$ cat config.mk
export PLATFORM = sky130hd
export DESIGN_NAME = ccff_chain_loader
export DESIGN_NICKNAME = d
export VERILOG_FILES = /design/src/rtl/ccff_chain_loader_pkg.sv /design/src/rtl/ccff_chain_loader_word_serializer.sv /design/src/rtl/ccff_chain_loader.sv
export SDC_FILE = /design/constraint.sdc
export NUM_CORES = 1
export LEC_CHECK = 0
export BUFFER_PORTS_ARGS = -buffer_cell sky130_fd_sc_hd__clkbuf_2
export CAP_MARGIN = 40
export CORE_MARGIN = 4
export CORE_UTILIZATION = 35
export CTS_BUF_LIST = sky130_fd_sc_hd__clkbuf_8 sky130_fd_sc_hd__clkbuf_16
export CTS_CLUSTER_DIAMETER = 40
export DETAILED_ROUTE_END_ITERATION = 6
export PLACE_DENSITY_LB_ADDON = 0.25
export SYNTH_ARGS = -nofsm -noshare
export SYNTH_HDL_FRONTEND = slang
export SYNTH_SLANG_ARGS = --single-unit
$ cat constraint.sdc
create_clock -name prog_clk -period 2.05 [get_ports prog_clk]
set_input_delay 0 -clock prog_clk [delete_from_list [all_inputs] [get_ports prog_clk]]
set_output_delay 0 -clock prog_clk [all_outputs]
set_load 0.02 [all_outputs]
$ cat src/rtl/ccff_chain_loader_pkg.sv
// Shared types for the configuration-chain loader: controller states and pass modes.
// Imported by the top-level controller and the bench.
package ccff_pkg;

    typedef enum logic [1:0] {
        ST_IDLE   = 2'd0,
        ST_FETCH  = 2'd1,
        ST_SHIFT  = 2'd2,
        ST_FINISH = 2'd3
    } ccff_state_e;

    typedef enum logic {
        MODE_LOAD   = 1'b0,
        MODE_VERIFY = 1'b1
    } ccff_mode_e;

    // Width of a counter that indexes 0..n-1 (never narrower than one bit).
    function automatic int unsigned idx_width(input int unsigned n);
        return (n > 1) ? $clog2(n) : 1;
    endfunction

endpackage

$ cat src/rtl/ccff_chain_loader_word_serializer.sv
// Parallel-to-serial word register feeding the configuration chain, LSB first.
// Tracks the bit position inside the current word and flags the last bit.
module ccff_word_serializer
    import ccff_pkg::*;
#(
    parameter int WORD_W = 8
) (
    input  logic              prog_clk,
    input  logic              pReset,
    input  logic              load,
    input  logic              shift,
    input  logic [WORD_W-1:0] load_data,
    output logic              cur_bit,
    output logic              next_bit,
    output logic              last_bit
);

    localparam int BW = idx_width(WORD_W);

    logic [WORD_W-1:0] shreg_q, shreg_d;
    logic [BW-1:0]     bidx_q,  bidx_d;

    always_comb begin
        shreg_d = shreg_q;
        bidx_d  = bidx_q;
        if (load) begin
            shreg_d = load_data;
            bidx_d  = '0;
        end else if (shift) begin
            shreg_d = shreg_q >> 1;
            bidx_d  = bidx_q + 1'b1;
        end
    end

    always_ff @(posedge prog_clk or posedge pReset) begin
        if (pReset) begin
            shreg_q <= '0;
            bidx_q  <= '0;
        end else begin
            shreg_q <= shreg_d;
            bidx_q  <= bidx_d;
        end
    end

    assign cur_bit  = shreg_q[0];
    // Bit that will sit at the serial position after this cycle's load/shift.
    assign next_bit = shreg_d[0];
    assign last_bit = (bidx_q == BW'(WORD_W - 1));

endmodule

$ cat src/rtl/ccff_chain_loader.sv
// Configuration-chain controller: serialises host words onto the ccff chain and,
// in verify mode, compares the returning chain tail against the re-sent bitstream.
module ccff_chain_loader
    import ccff_pkg::*;
#(
    parameter int CHAIN_LEN = 1024,
    parameter int WORD_W    = 8,
    parameter int CNT_W     = $clog2(CHAIN_LEN + 1)
) (
    input  logic              prog_clk,
    input  logic              pReset,
    input  logic              start,
    input  logic              verify,
    input  logic [WORD_W-1:0] wr_data,
    input  logic              wr_valid,
    output logic              wr_ready,
    output logic              ccff_head,
    output logic              chain_shift,
    input  logic              ccff_tail,
    output logic              busy,
    output logic              done,
    output logic              err,
    output logic [CNT_W-1:0]  err_idx
);

    ccff_state_e      state_q,   state_d;
    ccff_mode_e       mode_q,    mode_d;
    logic [CNT_W-1:0] cnt_q,     cnt_d;
    logic             err_q,     err_d;
    logic [CNT_W-1:0] err_idx_q, err_idx_d;
    logic             head_q,    head_d;
    logic             shift_q,   shift_d;
    logic             done_q,    done_d;
    logic             busy_q,    busy_d;

    logic ser_load;
    logic ser_shift;
    logic ser_cur_bit;
    logic ser_next_bit;
    logic ser_last_bit;

    ccff_word_serializer #(
        .WORD_W (WORD_W)
    ) u_ser (
        .prog_clk  (prog_clk),
        .pReset    (pReset),
        .load      (ser_load),
        .shift     (ser_shift),
        .load_data (wr_data),
        .cur_bit   (ser_cur_bit),
        .next_bit  (ser_next_bit),
        .last_bit  (ser_last_bit)
    );

    always_comb begin
        state_d   = state_q;
        mode_d    = mode_q;
        cnt_d     = cnt_q;
        err_d     = err_q;
        err_idx_d = err_idx_q;
        ser_load  = 1'b0;
        ser_shift = 1'b0;

        unique case (state_q)
            ST_IDLE: begin
                if (start) begin
                    mode_d    = verify ? MODE_VERIFY : MODE_LOAD;
                    cnt_d     = '0;
                    err_d     = 1'b0;
                    err_idx_d = '0;
                    state_d   = ST_FETCH;
                end
            end
            ST_FETCH: begin
                if (wr_valid) begin
                    ser_load = 1'b1;
                    state_d  = ST_SHIFT;
                end
            end
            ST_SHIFT: begin
                ser_shift = 1'b1;
                cnt_d     = cnt_q + 1'b1;
                // Tail now holds the same-index bit from the previous pass.
                if (mode_q == MODE_VERIFY && ccff_tail != ser_cur_bit && !err_q) begin
                    err_d     = 1'b1;
                    err_idx_d = cnt_q;
                end
                if (cnt_q == CNT_W'(CHAIN_LEN - 1)) begin
                    state_d = ST_FINISH;
                end else if (ser_last_bit) begin
                    state_d = ST_FETCH;
                end
            end
            ST_FINISH: begin
                state_d = ST_IDLE;
            end
            default: begin
                state_d = ST_IDLE;
            end
        endcase

        // Outputs are registered from the next state so they line up with the state they describe.
        head_d  = (state_d == ST_SHIFT) ? ser_next_bit : 1'b0;
        shift_d = (state_d == ST_SHIFT);
        done_d  = (state_d == ST_FINISH);
        busy_d  = (state_d != ST_IDLE);
    end

    always_ff @(posedge prog_clk or posedge pReset) begin
        if (pReset) begin
            state_q   <= ST_IDLE;
            mode_q    <= MODE_LOAD;
            cnt_q     <= '0;
            err_q     <= 1'b0;
            err_idx_q <= '0;
            head_q    <= 1'b0;
            shift_q   <= 1'b0;
            done_q    <= 1'b0;
            busy_q    <= 1'b0;
        end else begin
            state_q   <= state_d;
            mode_q    <= mode_d;
            cnt_q     <= cnt_d;
            err_q     <= err_d;
            err_idx_q <= err_idx_d;
            head_q    <= head_d;
            shift_q   <= shift_d;
            done_q    <= done_d;
            busy_q    <= busy_d;
        end
    end

    assign wr_ready    = (state_q == ST_FETCH);
    assign ccff_head   = head_q;
    assign chain_shift = shift_q;
    assign busy        = busy_q;
    assign done        = done_q;
    assign err         = err_q;
    assign err_idx     = err_idx_q;

endmodule

== After elaboration in Yosys (flattened, before gate mapping) ==
Cells that the tools add are included.
W data, S select, Z words.
Operators by class
  $add $sub $neg: 2
  equal/unequal tests: 10
  mux-type cells: 21
  reductions and logical operators: 10
Operator list (count)
  $pmux W11 S2: 2
  $mux W11: 2
  $mux W8: 2
  $add A11 B1 Y11 const B: 1
  $eq A11 B10 Y1 const B: 1
  $eq A2 B2 Y1 const B: 4
  $mux W2: 4
  $pmux W2 S4: 1
  $mux W1: 7
  $mux W3: 2
  $reduce_bool A2 Y1: 3
  $ne A2 B2 Y1 const B: 2
  $reduce_and A2 Y1: 2
  $add A3 B1 Y3 const B: 1
  $eq A3 B3 Y1 const B: 1
  $reduce_and A3 Y1: 1
  $eq A2 B1 Y1 const B: 1
  $logic_and A1 B1 Y1: 2
  $logic_not A2 Y1: 1
  $pmux W1 S2: 1
  $logic_not A1 Y1: 1
  $ne A1 B1 Y1: 1
Storage, ports and cells
  bits in registers: 41
  input bits: 14
  output and inout bits: 17
  word-level logic and storage cells: 55

== Logic depth before layout (Yosys ltp) ==
  depth in word-level cells: 6
  depth in mapped cells: 5
  depth with buffers taken out: 5

== Modules after synthesis ==
Synthesis repeated with hierarchy kept, for this count alone.
Second synthesis, totals
  cells, all modules: 176
  area total of the unflattened synthesis: 1909.3 µm²
By module, submodules not included
  ccff_chain_loader: instances 1, cells each 129, area each 1395.1 µm², seq. area each 750.7 µm²
  ccff_word_serializer: instances 1, cells each 47, area each 514.2 µm², seq. area each 275.3 µm²

== Worst setup path before layout ==
OpenSTA, ideal clock, no wires.
  path type: register to register
  from: register cnt_q[0]
  to: register head_q (netlist: ccff_head)
  library setup time: 0.136 ns
  arrival time: 1.412 ns
  data required time: 1.914 ns
  path slack: 0.502 ns
  cell stages (with the launch flop): 6
  buffers on the path: 0
  period minus slack after synthesis: 1.548 ns
  cells stage by stage: dfrtp_1 -> ha_1 -> nand3b_1 -> or4_4 -> clkinv_4 -> nor4_2
Between the ends
  cells in the longest elaborated chain, start to end: 5
RTL lines
  from (decl): RTL line ccff_chain_loader.sv:28  | logic [CNT_W-1:0] cnt_q, cnt_d;
  from (signal assigned): RTL line ccff_chain_loader.sv:123  | cnt_q <= cnt_d;
  $eq A11 B10 Y1: RTL line ccff_chain_loader.sv:88  | if (cnt_q == CNT_W'(CHAIN_LEN - 1)) begin
  $mux W2: RTL line ccff_chain_loader.sv:88
  $pmux W2 S4: RTL line ccff_chain_loader.sv:64  | unique case (state_q)
  $eq A2 B2 Y1: RTL line ccff_chain_loader.sv:103  | head_d = (state_d == ST_SHIFT) ? ser_next_bit : 1'b0;
  $mux W1: RTL line ccff_chain_loader.sv:103
  named net head_d: RTL line ccff_chain_loader.sv:31  | logic head_q, head_d;
  to (signal assigned): RTL line ccff_chain_loader.sv:116  | head_q <= 1'b0;
  to (signal assigned): RTL line ccff_chain_loader.sv:126  | head_q <= head_d;
  to (decl): RTL line ccff_chain_loader.sv:31
The timed path passes the listed nets, and every way through them passes these cells.
A chain may end at the register's enable or synchronous reset.

== Final worst setup path ==
Ends and elaborated chain as after synthesis.

==> flow_summary_export.csv <==
group,metric,value,unit
status,status,"finished clean",
clock_network,ctsResizeCount,0,
min_path,hp-class,"in2reg",
clock_network,clkSlewWorstSetupHoldPaths,0.08,ns
floorplanning,fp.coreArea,5507,µm²
sta,fin_setup_tns,0,ns
yosys,synth.cell_area,1994,µm²
layout,drive_gt1_share,22.47,%
yosys,seq_area_frac_synth,51.44,%
clock_network,cts.sinks,41,
power,p_leak,1.165,nW
layout,num-fill-cells,536,
layout,multi_input_area,852.1,µm²
floorplanning,die_y,83.49,µm
sta,period_minus_slack,1.710,ns
floorplanning,die_w,83.49,µm
layout,finalNetCount,243,
floorplanning,num_rows,27,
global_routing,antenna_found_initial,0,
power,power-per-cell-area,1191,nW/µm²
layout,antenna_cells,0,
yosys,synth.ff_latch_count,41,
sta,timing.final.crit_share,83.43,%
power,fin_total_pwr,2.821,mW
placed_design,place_hpwl,2.782,mm
clock_network,numCtsBuffers,5,
sta,setup_viol,0,
sta,hold_viol_final,0,
layout,regArea,1026,µm²
critical_path,worstSetupPathType,"reg2reg",
drt,ant_nets,0,
sta,fin_skew,0.004100,ns
sta,rsz0062_at_grt,"false",
layout,final_common_cell,"dfrtp_1",
critical_path,crit_fanout,7,
sta,max_freq,0.5847,GHz
clock_network,cts_htree_levels,2,
critical_path,worst_ep_required_time,2.22,ns
clock_network,clockBufferDepth,2,
drt,drt-total-wl,3.941,mm
drt,vias,1479,
yosys,synth_warnings,0,
global_routing,grt_first_pass_wirelength,7.182,mm
sta,drv_slew,0,
floorplanning,io_pins,31,
clock_network,clockRootBuffer,"clkbuf_8",
yosys,syn_area_per_cell,10.44,µm²
yosys,synth_top_flop_cell,"dfrtp_1",
placed_design,io_buffers,30,
global_routing,grt_max_degree,42,
yosys,postSynthCellCount,191,
sta,worst_pin_slew,0.5913,ns
global_routing,grt_usage,12.46,%
sta,slew_headroom,60.58,%
yosys,synth_cell_types,42,
clock_network,cts_tree,"done",
drt,drc_errors,0,
clock_network,clk_latency,0.29,ns
drt,first_iter_violations,70,
drt,first_pass_iters,4,
global_routing,grt_pass1_vias,1567,
flow_run,cap_violations,0,
global_routing,overflow,0,
placed_design,place_congestion,0.7570,
power,vdd_ir_drop_max,0.0006876,V
layout,syn2layout_area_growth,18.70,%
layout,most-common-layout-cells,"dfrtp_1 (41), clkbuf_2 (30), nand2_1 (24), mux2i_1 (19), inv_1 (16)",
critical_path,cp-start-kind,"register",
floorplanning,dieArea,6970,µm²
drt,routed_via_density,4.946,
yosys,synth_nets,208,
yosys,async_flop_share,100.0,%
critical_path,worst_setup_path_end_kind,"register",
critical_path,arrival,1.88,ns
drt,wl_per_cell,13.18,µm
floorplanning,initial_core_util,36.22,%
yosys,synth_edf_count,0,
## metrics by stage
stage / utilization (%) / worst slack, ns / cell area (µm²) / hold slack, ns / cells
floorplan: - / 0.5021 / 1994 / 0.1039 / 191
CTS: 42.99 / 0.3358 / 2367 / 0.01670 / 299
global route: 42.99 / 0.2169 / 2367 / 0.03401 / 299
finish: 42.99 / 0.3396 / 2367 / 0.02537 / 299
detailed placement: 40.33 / 0.3551 / 2221 / 0.1491 / 288
global placement: 40.33 / 0.4193 / 2221 / 0.1446 / 288
## registers in the layout, summed over array words and instances, names as in the netlist
signal,count
done,1
u_ser.bidx_q,3
u_ser.shreg_q,8
cnt_q,11
mode_q,1
err_idx,11
state_q,2
err,1
ccff_head,1
chain_shift,1
busy,1
## layer usage
metal | global-route usage, % | share of wire (%) | routed length [µm]
met5 | 0 | 0 | 0
met4 | 4.825 | 1.7 | 68
met3 | 3.455 | 4.4 | 175
met2 | 20.70 | 47 | 1851
met1 | 15.36 | 47 | 1845
## power by group
group	switching (mW)	leakage, nW	internal [mW]	total [mW]
combinational	0.586	0.564	0.419	1.00
clock	0.272	0.0626	0.392	0.664
sequential	0.147	0.539	1.00	1.15
## Yosys cell counts (2+ instances only)
master / n / area, µm²
dfrtp_1: 41 / 1026
nand2_1: 24 / 90.09
mux2i_1: 19 / 190.2
inv_1: 15 / 56.30
a21oi_1: 8 / 40.04
a211oi_1: 7 / 52.55
nor2_1: 7 / 26.28
and3_1: 6 / 37.54
o21ai_0: 6 / 30.03
buf_2: 5 / 25.02
nand3_1: 5 / 25.02
clkbuf_1: 3 / 11.26
ha_1: 3 / 37.54
o22ai_1: 3 / 18.77
o41ai_1: 3 / 26.28
a2bb2oi_1: 2 / 17.52
buf_4: 2 / 15.01
mux2_2: 2 / 22.52
nand2b_1: 2 / 12.51
nand4_1: 2 / 12.51
nor2b_1: 2 / 12.51
nor3_1: 2 / 10.01
o311ai_0: 2 / 17.52
xnor2_1: 2 / 17.52
## final timing paths
| path | start | endpoint | slack, ns | cells past startpoint |
|---|---|---|---|---|
| max | cnt_q[0]$_DFFE_PP0P_ | ccff_head$_DFF_PP0_ | 0.34 | 5 |
| max in group asynchronous | pReset | u_ser.bidx_q[2]$_DFFE_PP0P_ | 1.34 | 4 |
| max reg2reg | cnt_q[0]$_DFFE_PP0P_ | ccff_head$_DFF_PP0_ | 0.34 | 5 |
| min in group asynchronous | pReset | err_idx[9]$_DFFE_PP0P_ | 0.36 | 4 |
| min reg2reg | cnt_q[9]$_DFFE_PP0P_ | cnt_q[9]$_DFFE_PP0P_ | 0.52 | 1 |
| min | wr_valid | u_ser.bidx_q[0]$_DFFE_PP0P_ | 0.03 | 2 |
## cell families after synthesis
logic type               Yosys count  share of synthesized area (%)
XOR/XNOR                           3                          1.318
flip-flops                        41                          51.44
AO/OA/AOI/OAI                     38                          12.92
multiplexers                      21                          10.66
adder cells (fa/ha/maj)            3                          1.882
AND/OR/NAND/NOR                   59                          15.94
buffers and inverters             26                          5.834
## worst max-delay path, stage by stage, from the launching register on
cell and delay (ns):
dfrtp_1 0.45, ha_1 0.23, nand3b_1 0.18, or4_4 0.61
clkinv_4 0.08, nor4_2 0.03
## area by class of cell
class                      count  area share, %
clock buffer                   6          3.488
inverter                      16          2.748
sequential                    41          43.34
clock inverter                 2          1.427
multi-input combinational    124          35.99
timing repair buffer          38          9.197
tap                           72          3.805
## what timing repair did
| action | CTS | global route |
|---|---|---|
| setup buffers | 0 | 0 |
| hold buffers | 3 | 0 |
| endpoints found under the hold margin | 43 | 0 |
No activity file was read; power rests on OpenSTA's default activity.
